**src/rtl/sha256_pkg.sv**
```systemverilog
// sha256_pkg: shared FSM state type, round count and message-schedule sigma functions
package sha256_pkg;

    localparam int SHA256_ROUNDS = 64;

    typedef enum logic [1:0] {IDLE, LOAD, RUN, DONE} state_e;

    function automatic logic [31:0] sigma0(input logic [31:0] x);
        return {x[6:0], x[31:7]} ^ {x[17:0], x[31:18]} ^ {3'b0, x[31:3]};
    endfunction

    function automatic logic [31:0] sigma1(input logic [31:0] x);
        return {x[16:0], x[31:17]} ^ {x[18:0], x[31:19]} ^ {10'b0, x[31:10]};
    endfunction

endpackage

```
**src/rtl/sha256_msg_sched.sv**
```systemverilog
// sha256_msg_sched: 16-word message-schedule window with same-cycle expansion
module sha256_msg_sched
    import sha256_pkg::*;
(
    input  logic        clk,
    input  logic        rst_n,
    input  logic        load_i,
    input  logic [31:0] word_i,
    input  logic        adv_i,
    output logic [31:0] w_t_o
);

    logic [15:0][31:0] win_q, win_d;
    logic [31:0]       exp_w;

    assign exp_w = sigma1(win_q[14]) + win_q[9] + sigma0(win_q[1]) + win_q[0];
    assign w_t_o = win_q[0];

    // loaded words and expanded words both enter at the top; entry 0 is always W_t
    always_comb begin
        win_d = load_i ? {word_i, win_q[15:1]} : adv_i ? {exp_w, win_q[15:1]} : win_q;
    end

    // window register, cleared by reset
    always_ff @(posedge clk or negedge rst_n) begin
        if (!rst_n) win_q <= '0;
        else        win_q <= win_d;
    end

endmodule

```
**src/rtl/sha256_round_seq.sv**
```systemverilog
// sha256_round_seq: loads one 16-word block and issues ROUNDS schedule words with round indices
module sha256_round_seq
    import sha256_pkg::*;
#(
    parameter int ROUNDS = SHA256_ROUNDS
) (
    input  logic        clk,
    input  logic        rst_n,
    input  logic        start_i,
    input  logic [31:0] blk_word_i,
    input  logic        blk_valid_i,
    output logic        blk_ready_o,
    input  logic        hold_i,
    output logic [5:0]  k_addr_o,
    output logic [31:0] w_t_o,
    output logic        rnd_valid_o,
    output logic [5:0]  rnd_idx_o,
    output logic        first_o,
    output logic        last_o,
    output logic        busy_o,
    output logic        done_o
);

    if (ROUNDS < 16 || ROUNDS > 64) begin : g_bad_rounds
        $error("ROUNDS must be in 16..64");
    end

    localparam logic [5:0] T_LAST = 6'(ROUNDS - 1);

    state_e      state_q, state_d;
    logic [3:0]  ld_cnt_q, ld_cnt_d;
    logic [5:0]  t_q, t_d;
    logic        blk_ready_q, busy_q, done_q;
    logic        accept, issue;

    assign accept      = blk_valid_i && state_q == LOAD;
    assign issue       = state_q == RUN && !hold_i;
    assign blk_ready_o = blk_ready_q;
    assign busy_o      = busy_q;
    assign done_o      = done_q;
    assign k_addr_o    = t_q;
    assign rnd_idx_o   = t_q;
    assign rnd_valid_o = issue;
    assign first_o     = issue && t_q == 6'd0;
    assign last_o      = issue && t_q == T_LAST;

    // next state and counters; t returns to 0 after the last round so it idles at 0
    always_comb begin
        state_d  = state_q == IDLE ? (start_i ? LOAD : IDLE)
                 : state_q == LOAD ? (accept && ld_cnt_q == 4'd15 ? RUN : LOAD)
                 : state_q == RUN  ? (issue && t_q == T_LAST ? DONE : RUN)
                 : IDLE;
        ld_cnt_d = accept ? ld_cnt_q + 4'd1 : ld_cnt_q;
        t_d      = issue ? (t_q == T_LAST ? 6'd0 : t_q + 6'd1) : t_q;
    end

    // FSM state, counters and registered status outputs
    always_ff @(posedge clk or negedge rst_n) begin
        if (!rst_n) begin
            state_q     <= IDLE;
            ld_cnt_q    <= '0;
            t_q         <= '0;
            blk_ready_q <= 1'b0;
            busy_q      <= 1'b0;
            done_q      <= 1'b0;
        end else begin
            state_q     <= state_d;
            ld_cnt_q    <= ld_cnt_d;
            t_q         <= t_d;
            blk_ready_q <= state_d == LOAD;
            busy_q      <= state_d == LOAD || state_d == RUN;
            done_q      <= state_d == DONE;
        end
    end

    sha256_msg_sched u_sched (
        .clk    (clk),
        .rst_n  (rst_n),
        .load_i (accept),
        .word_i (blk_word_i),
        .adv_i  (issue),
        .w_t_o  (w_t_o)
    );

endmodule

```
**config.mk**
```make
export PLATFORM = sky130hd
export DESIGN_NAME = sha256_round_seq
export DESIGN_NICKNAME = d
export VERILOG_FILES = /design/src/rtl/sha256_pkg.sv /design/src/rtl/sha256_msg_sched.sv /design/src/rtl/sha256_round_seq.sv
export SDC_FILE = /design/constraint.sdc
export NUM_CORES = 1
export LEC_CHECK = 0
export CELL_PAD_IN_SITES_DETAIL_PLACEMENT = 2
export CELL_PAD_IN_SITES_GLOBAL_PLACEMENT = 2
export CORE_AREA = 10 10 263 265
export DETAILED_ROUTE_END_ITERATION = 8
export DIE_AREA = 0 0 273 275
export GPL_TIMING_DRIVEN = 0
export PLACE_DENSITY = 0.9
export SLEW_MARGIN = 15
export SYNTH_ARGS = -nofsm -noshare
export SYNTH_HDL_FRONTEND = slang
export SYNTH_SLANG_ARGS = --single-unit
```
**constraint.sdc**
```tcl
create_clock -name clk -period 4.75 [get_ports clk]
set_input_delay 0.95 -clock clk [delete_from_list [all_inputs] [get_ports clk]]
set_output_delay 0.95 -clock clk [all_outputs]
set_load 0.05 [all_outputs]
```
==> results of run 1 <==
## logic make-up after synthesis
family | count (synthesis)
adders and majority gates | 98
muxes | 3
DFF | 527
buffers and inverters | 334
and+or+nand+nor | 1507
xor gates and xnor gates | 148
AOI/OAI and AO/OA | 187
## synth_stat cells (17+ instances only)
| cell type | instances | area share, % |
|---|---|---|
| a21oi_1 | 49 | 1.0 |
| ha_1 | 36 | 1.8 |
| xnor2_1 | 118 | 4.2 |
| dfrtp_1 | 527 | 54 |
| xor2_1 | 30 | 1.1 |
| o21ai_0 | 51 | 1.0 |
| nand2_1 | 1435 | 22 |
| buf_2 | 81 | 1.6 |
| nor2_1 | 29 | 0.44 |
| clkbuf_1 | 82 | 1.3 |
| fa_1 | 62 | 5.0 |
| inv_1 | 149 | 2.3 |
| buf_4 | 17 | 0.52 |
## final cells by class
| cell class | count | area, sq um |
|---|---|---|
| fill | 6935 | 35200 |
| multi-input combinational | 1943 | 10100 |
| buffer | 161 | 769 |
| tap | 855 | 1070 |
| timing repair buffer | 95 | 1030 |
| clock buffer | 82 | 1690 |
| inverter | 152 | 571 |
| clock inverter | 15 | 209 |
| sequential | 527 | 13200 |
| antenna | 2 | 5.00 |
## sequential cells by signal (all words and copies together), names as in the netlist
name	cells
u_sched.w_t_o	32
state_q	2
k_addr_o	6
blk_ready_o	1
ld_cnt_q	4
u_sched.win_q	480
done_o	1
busy_o	1
## worst min path at each step
stage                                    from                        endpoint  slack (ns)  cells past startpoint
6_report                                rst_n  u_sched.win_q[107]$_DFFE_PN0P_        0.38                      1
5_1_grt                                 rst_n  u_sched.win_q[107]$_DFFE_PN0P_        0.44                      1
4_1_cts                                 rst_n  u_sched.win_q[107]$_DFFE_PN0P_        0.41                      1
3_5_place_dp   u_sched.win_q[158]$_DFFE_PN0P_  u_sched.win_q[158]$_DFFE_PN0P_        0.46                      2
3_3_place_gp   u_sched.win_q[383]$_DFFE_PN0P_  u_sched.win_q[383]$_DFFE_PN0P_        0.45                      2
2_1_floorplan  u_sched.win_q[100]$_DFFE_PN0P_  u_sched.win_q[100]$_DFFE_PN0P_        0.44                      2
## per-stage QoR
stage | util [%] | setup WS (ns)
detailed placement | 41.8 | -0.340
floorplan | - | 0.913
CTS | 44.8 | 0.0234
global route | 44.9 | -0.0714
global placement | 41.5 | -20.34
finish | 44.9 | 0.0214
## timing repair
item,4_1_cts,5_1_grt
gates resized for setup,12,11
endpoints found under the setup margin,12,11
buffers inserted,4,0
pin swaps,6,4
## routing by layer
metal  global-route usage [%]  vias up  part of all wire, %
li1                         -     8787                    -
met1                     29.2    10400                   39
met2                     46.2      483                   52
met3                     4.93      196                  5.2
met4                     10.0        4                  4.3
met5                        0        -                0.028
==> impl_metrics.py, run 1 <==
metrics = {
    "place": {
        "dpl.cell_count": 3750,
        "io_buffers": 86,
        "hpwl_mm": 68.4,
        "post_dp_cell_area_sq_um": 26700,
        "gp_congestion": 0.914,
    },
    "critical_path": {
        "cp_cell_sequence": "xor2_1 -> xnor2_2 -> fa_1 -> fa_1 -> inv_1 -> ha_1 -> inv_1 -> fa_2 -> nand2b_4 -> a21oi_4 -> nor2_2 -> o211a_1 -> o311ai_4 -> a31oi_2 -> xnor2_2 -> o21ai_1",
        "crit_start": "u_sched.win_q[50]$_DFFE_PN0P_",
        "crit_fanout": 5,
        "cp_num_cells": 16,
        "max_stage_delay_ns": 0.65,
        "start_kind": "register",
        "worstPathRequired_ns": 5.22,
        "critPathCaptureType": "register",
        "critical_path.top_delay_family": "adder cells",
        "reg2reg_depth": 16,
        "path_class": "reg2reg",
        "r2r_start": "u_sched.win_q[50]$_DFFE_PN0P_",
        "crit_buf_inv": 2,
        "r2r_setup_slack_ns": 0.02,
        "slowest_stage": "dfrtp_1",
        "r2r_end": "u_sched.win_q[509]$_DFFE_PN0P_",
        "arrival_ns": 5.20,
        "worstSetupEndpoint": "u_sched.win_q[509]$_DFFE_PN0P_",
    },
    "clock_tree": {
        "cts.clk_slew.worst_paths_ns": 0.07,
        "root_buffer": "clkbuf_16",
        "cts_buffers": 56,
        "cts_tree": "built",
        "cts_sinks": 527,
        "postCtsHoldBufs": 0,
        "clock_latency_ns": 0.63,
        "cts_max_path_buffers": 3,
        "h-tree-depth": 2,
    },
    "routing": {
        "first_pass_iters": 5,
        "ant_nets": 0,
        "wl_per_cell_microns": 24.8,
        "drt_iter0_markers": 1347,
        "drc": 0,
        "wl_mm": 95.0,
        "viasPerCell": 5.18,
        "vias": 19900,
    },
    "synth": {
        "synth-xor-area-share_pct": 5.27,
        "synth_nets": 2939,
        "syn_area_sq_um": 24600,
        "synth-seq-area-share_pct": 53.6,
        "synth_simple_gate_area_share_pct": 23.4,
        "synth_edf_count": 0,
        "muxShareOfSynthArea_pct": 0.142,
        "synth_compound_area_share_pct": 4.94,
        "syn_inst": 2804,
        "synth_fa_ha_area_share_pct": 6.88,
        "ys_dominant_reg_cell": "dfrtp_1",
        "ys_ff_latch": 527,
        "syn-mean-instance-area_sq_um": 8.77,
        "synth_top_family_by_area": "simple AND/OR/NAND/NOR gates",
        "ys_warn_count": 0,
        "synthArstFlopShare_pct": 100,
        "yosysUniqueCellTypes": 61,
    },
    "cells_and_area": {
        "fin_nets": 3071,
        "fin_area_sq_um": 28700,
        "mostFrequentLayoutCell": "nand2_1",
        "final_cell_mix": "1435 x nand2_1, 523 x dfrtp_1, 149 x inv_1, 106 x xnor2_1, 85 x clkdlybuf4s50_1",
        "drive_gt1_share_pct": 8.13,
        "stdcell_count": 3832,
        "areaGrowthSynthToFinish_pct": 16.6,
    },
    "grt": {
        "antenna_found_initial": 7,
        "grt.overflow.total": 0,
        "grt_pass1_wl_mm": 145,
        "grt_pass1_vias": 23000,
        "gr-usage-all-layers_pct": 25.5,
        "grt_max_degree": 110,
    },
    "floorplanning": {
        "start_util_pct": 38.5,
        "rows": 93,
        "fp.dieArea_sq_um": 75100,
        "coreArea_sq_um": 63900,
        "boundaryPins": 87,
        "die_height_microns": 275,
        "die_w_microns": 273,
    },
    "sta": {
        "drv_slew": 0,
        "fmax_mhz": 211,
        "finClkSkew_ns": 0.0345,
        "fin_crit_ns": 4.73,
        "rsz0062_at_grt": "true",
        "tns_ns": 0,
        "finalSetupViolCount": 0,
        "fin_crit_sh_pct": 99.5,
        "tightest_slew_ns": 0.864,
        "hold_violations": 0,
        "slew_headroom_pct": 42.4,
        "hold_slack_ns": 0.376,
    },
    "worst_hold_path": {
        "hold_path_class": "in2async",
    },
    "run": {
        "drv_cap": 0,
    },
    "run_status": {
        "outcome": "complete, no violations",
    },
}
Power of run 1 is not shown: default switching activity piles up to over one toggle a cycle in this logic, so the estimate is an artifact.
==> inputs of run 2 (changes only) <==
--- a/config.mk
+++ b/config.mk
@@ -7,11 +7,12 @@
 export LEC_CHECK = 0
 export CELL_PAD_IN_SITES_DETAIL_PLACEMENT = 2
 export CELL_PAD_IN_SITES_GLOBAL_PLACEMENT = 2
-export CORE_AREA = 10 10 263 265
+export CORE_AREA = 10 10 260 262
+export CTS_CLUSTER_DIAMETER = 120
 export DETAILED_ROUTE_END_ITERATION = 8
-export DIE_AREA = 0 0 273 275
+export DIE_AREA = 0 0 270 272
 export GPL_TIMING_DRIVEN = 0
-export PLACE_DENSITY = 0.9
+export PLACE_DENSITY = 0.91
 export SLEW_MARGIN = 15
 export SYNTH_ARGS = -nofsm -noshare
 export SYNTH_HDL_FRONTEND = slang
==> constraint.sdc (replaced) <==
create_clock -name clk -period 5.7 [get_ports clk]
set_input_delay 1.14 -clock clk [delete_from_list [all_inputs] [get_ports clk]]
set_output_delay 1.14 -clock clk [all_outputs]
set_load 0.05 [all_outputs]
==> run 2 against run 1 <==
  * Final area fell by 0.36%
  * Critical endpoint is now u_sched.win_q[505]$_DFFE_PN0P_
  * Die area fell by 2.2%
  * Largest cell class unchanged
  * Critical path depth rose by 2
  * Non-clock buffer count rose by 17
  * Via count rose by 1.4%
  * Wire length rose by 5.2%
==> impl_metrics.py, run 2 (synthesis results as in run 1) <==
metrics = {
    "floorplanning": {
        "coreArea_sq_um": 62500,
        "fp.dieArea_sq_um": 73400,
        "rows": 92,
        "start_util_pct": 39.4,
        "die_w_microns": 270,
        "boundaryPins": 87,
        "die_height_microns": 272,
    },
    "cells_and_area": {
        "drive_gt1_share_pct": 7.14,
        "final_cell_mix": "1435 x nand2_1, 527 x dfrtp_1, 149 x inv_1, 118 x xnor2_1, 99 x clkbuf_1",
        "fin_area_sq_um": 28600,
        "largest_reg_flops": 480,
        "stdcell_count": 3848,
        "fin_nets": 3089,
        "areaGrowthSynthToFinish_pct": 16.1,
        "largest-register": "u_sched.win_q",
        "mostFrequentLayoutCell": "nand2_1",
    },
    "grt": {
        "grt_pass1_vias": 23600,
        "antenna_found_initial": 4,
        "grt_pass1_wl_mm": 151,
        "grt.overflow.total": 0,
        "use_met1_pct": 30.4,
        "grt_max_degree": 107,
        "gr-usage-all-layers_pct": 27.0,
        "use_met3_pct": 5.35,
        "busiest_layer": "met2",
        "grt_util_met2_pct": 48.8,
    },
    "sta": {
        "slew_headroom_pct": 34.2,
        "hold_violations": 0,
        "fmax_mhz": 189,
        "drv_slew": 0,
        "tns_ns": 0,
        "fin_crit_sh_pct": 92.7,
        "finClkSkew_ns": 0.0241,
        "rsz0062_at_grt": "false",
        "finalSetupViolCount": 0,
        "fin_crit_ns": 5.28,
        "tightest_slew_ns": 0.986,
    },
    "place": {
        "dpl.cell_count": 3741,
        "gp_congestion": 0.935,
        "hpwl_mm": 68.5,
        "post_dp_cell_area_sq_um": 26700,
        "io_buffers": 86,
    },
    "run_status": {
        "outcome": "complete, no violations",
    },
    "clock_tree": {
        "cts-resized-gates": 0,
        "root_buffer": "clkbuf_16",
        "cts_max_path_buffers": 3,
        "cts_sinks": 527,
        "cts_tree": "built",
        "cts_buffers": 57,
        "postCtsHoldBufs": 0,
        "postCtsSetupBuffers": 0,
        "clock_latency_ns": 0.63,
        "h-tree-depth": 2,
        "cts.clk_slew.worst_paths_ns": 0.06,
    },
    "routing": {
        "drc": 0,
        "wl_mm": 99.9,
        "first_pass_iters": 5,
        "wl_per_cell_microns": 26.0,
        "ant_nets": 0,
        "drt_iter0_markers": 1389,
        "vias": 20100,
        "viasPerCell": 5.23,
    },
    "critical_path": {
        "worstPathRequired_ns": 6.18,
        "path_class": "reg2reg",
        "critPathCaptureType": "register",
        "arrival_ns": 5.76,
        "start_kind": "register",
        "crit_fanout": 5,
    },
    "run": {
        "drv_cap": 0,
    },
    "worst_hold_path": {
        "hold_path_class": "in2async",
    },
}
## run 2: changes by cell type in the layout (fill, tap and decap cells not counted), moves of 3 or more
cell / change
clkinv_4: +3
clkinv_8: -3
clkbuf_1: +31
xnor2_1: +12
dfrtp_1: +4
clkinv_2: -3
dfrtp_2: -4
xnor2_2: -10
buf_4: -4
clkbuf_8: -5
## run 2: area by class of cell
| type | count | area, sq um |
|---|---|---|
| Fill cell | 6828 | 33900 |
| Sequential cell | 527 | 13200 |
| Tap cell | 846 | 1060 |
| Timing Repair Buffer | 91 | 1000 |
| Antenna cell | 3 | 7.51 |
| Clock inverter | 15 | 195 |
| Clock buffer | 89 | 1710 |
| Buffer | 182 | 848 |
| Multi-Input combinational cell | 1943 | 10000 |
| Inverter | 152 | 571 |
## run 2: final timing paths
kind	from	endpoint	slack (ns)	cells after the start
worst max-delay path	u_sched.win_q[468]$_DFFE_PN0P_	u_sched.win_q[505]$_DFFE_PN0P_	0.42	18
worst min-delay path	rst_n	u_sched.win_q[105]$_DFFE_PN0P_	0.43	1
worst max register to register	u_sched.win_q[468]$_DFFE_PN0P_	u_sched.win_q[505]$_DFFE_PN0P_	0.42	18
worst min register to register	u_sched.win_q[95]$_DFFE_PN0P_	u_sched.win_q[63]$_DFFE_PN0P_	0.47	2
max in group asynchronous	rst_n	u_sched.win_q[412]$_DFFE_PN0P_	3.81	3
min in group clk	u_sched.win_q[95]$_DFFE_PN0P_	u_sched.win_q[63]$_DFFE_PN0P_	0.47	2
## run 2: critical path: stages (launching register included)
cell and delay (ns):
dfrtp_1 0.33, clkbuf_1 0.37, xnor2_1 0.22, xnor2_1 0.41, fa_1 0.49, inv_1 0.10
fa_1 0.43, inv_1 0.09, ha_1 0.19, inv_1 0.06, fa_1 0.45, nand2b_1 0.24
a21oi_4 0.21, nor2_2 0.11, o211a_1 0.25, o311ai_4 0.34, a41oi_1 0.21, xnor2_1 0.46
o21ai_1 0.14
## run 2: metal layers
layer,vias to the layer above,share of wire (%)
met3,217,5.4
met5,-,0
li1,8811,-
met1,10600,38
met4,0,4.4
met2,510,52
## run 2: per-stage QoR
| step | hold slack (ns) | worst slack (ns) | util, % |
|---|---|---|---|
| floorplan | 0.439 | 1.67 | - |
| global placement | 0.449 | -19.56 | 42.4 |
| detailed placement | 0.458 | 0.665 | 42.7 |
| CTS | 0.442 | 0.523 | 45.7 |
| global route | 0.462 | 0.246 | 45.7 |
| finish | 0.432 | 0.415 | 45.7 |
Power of run 2 is left out for the same reason.
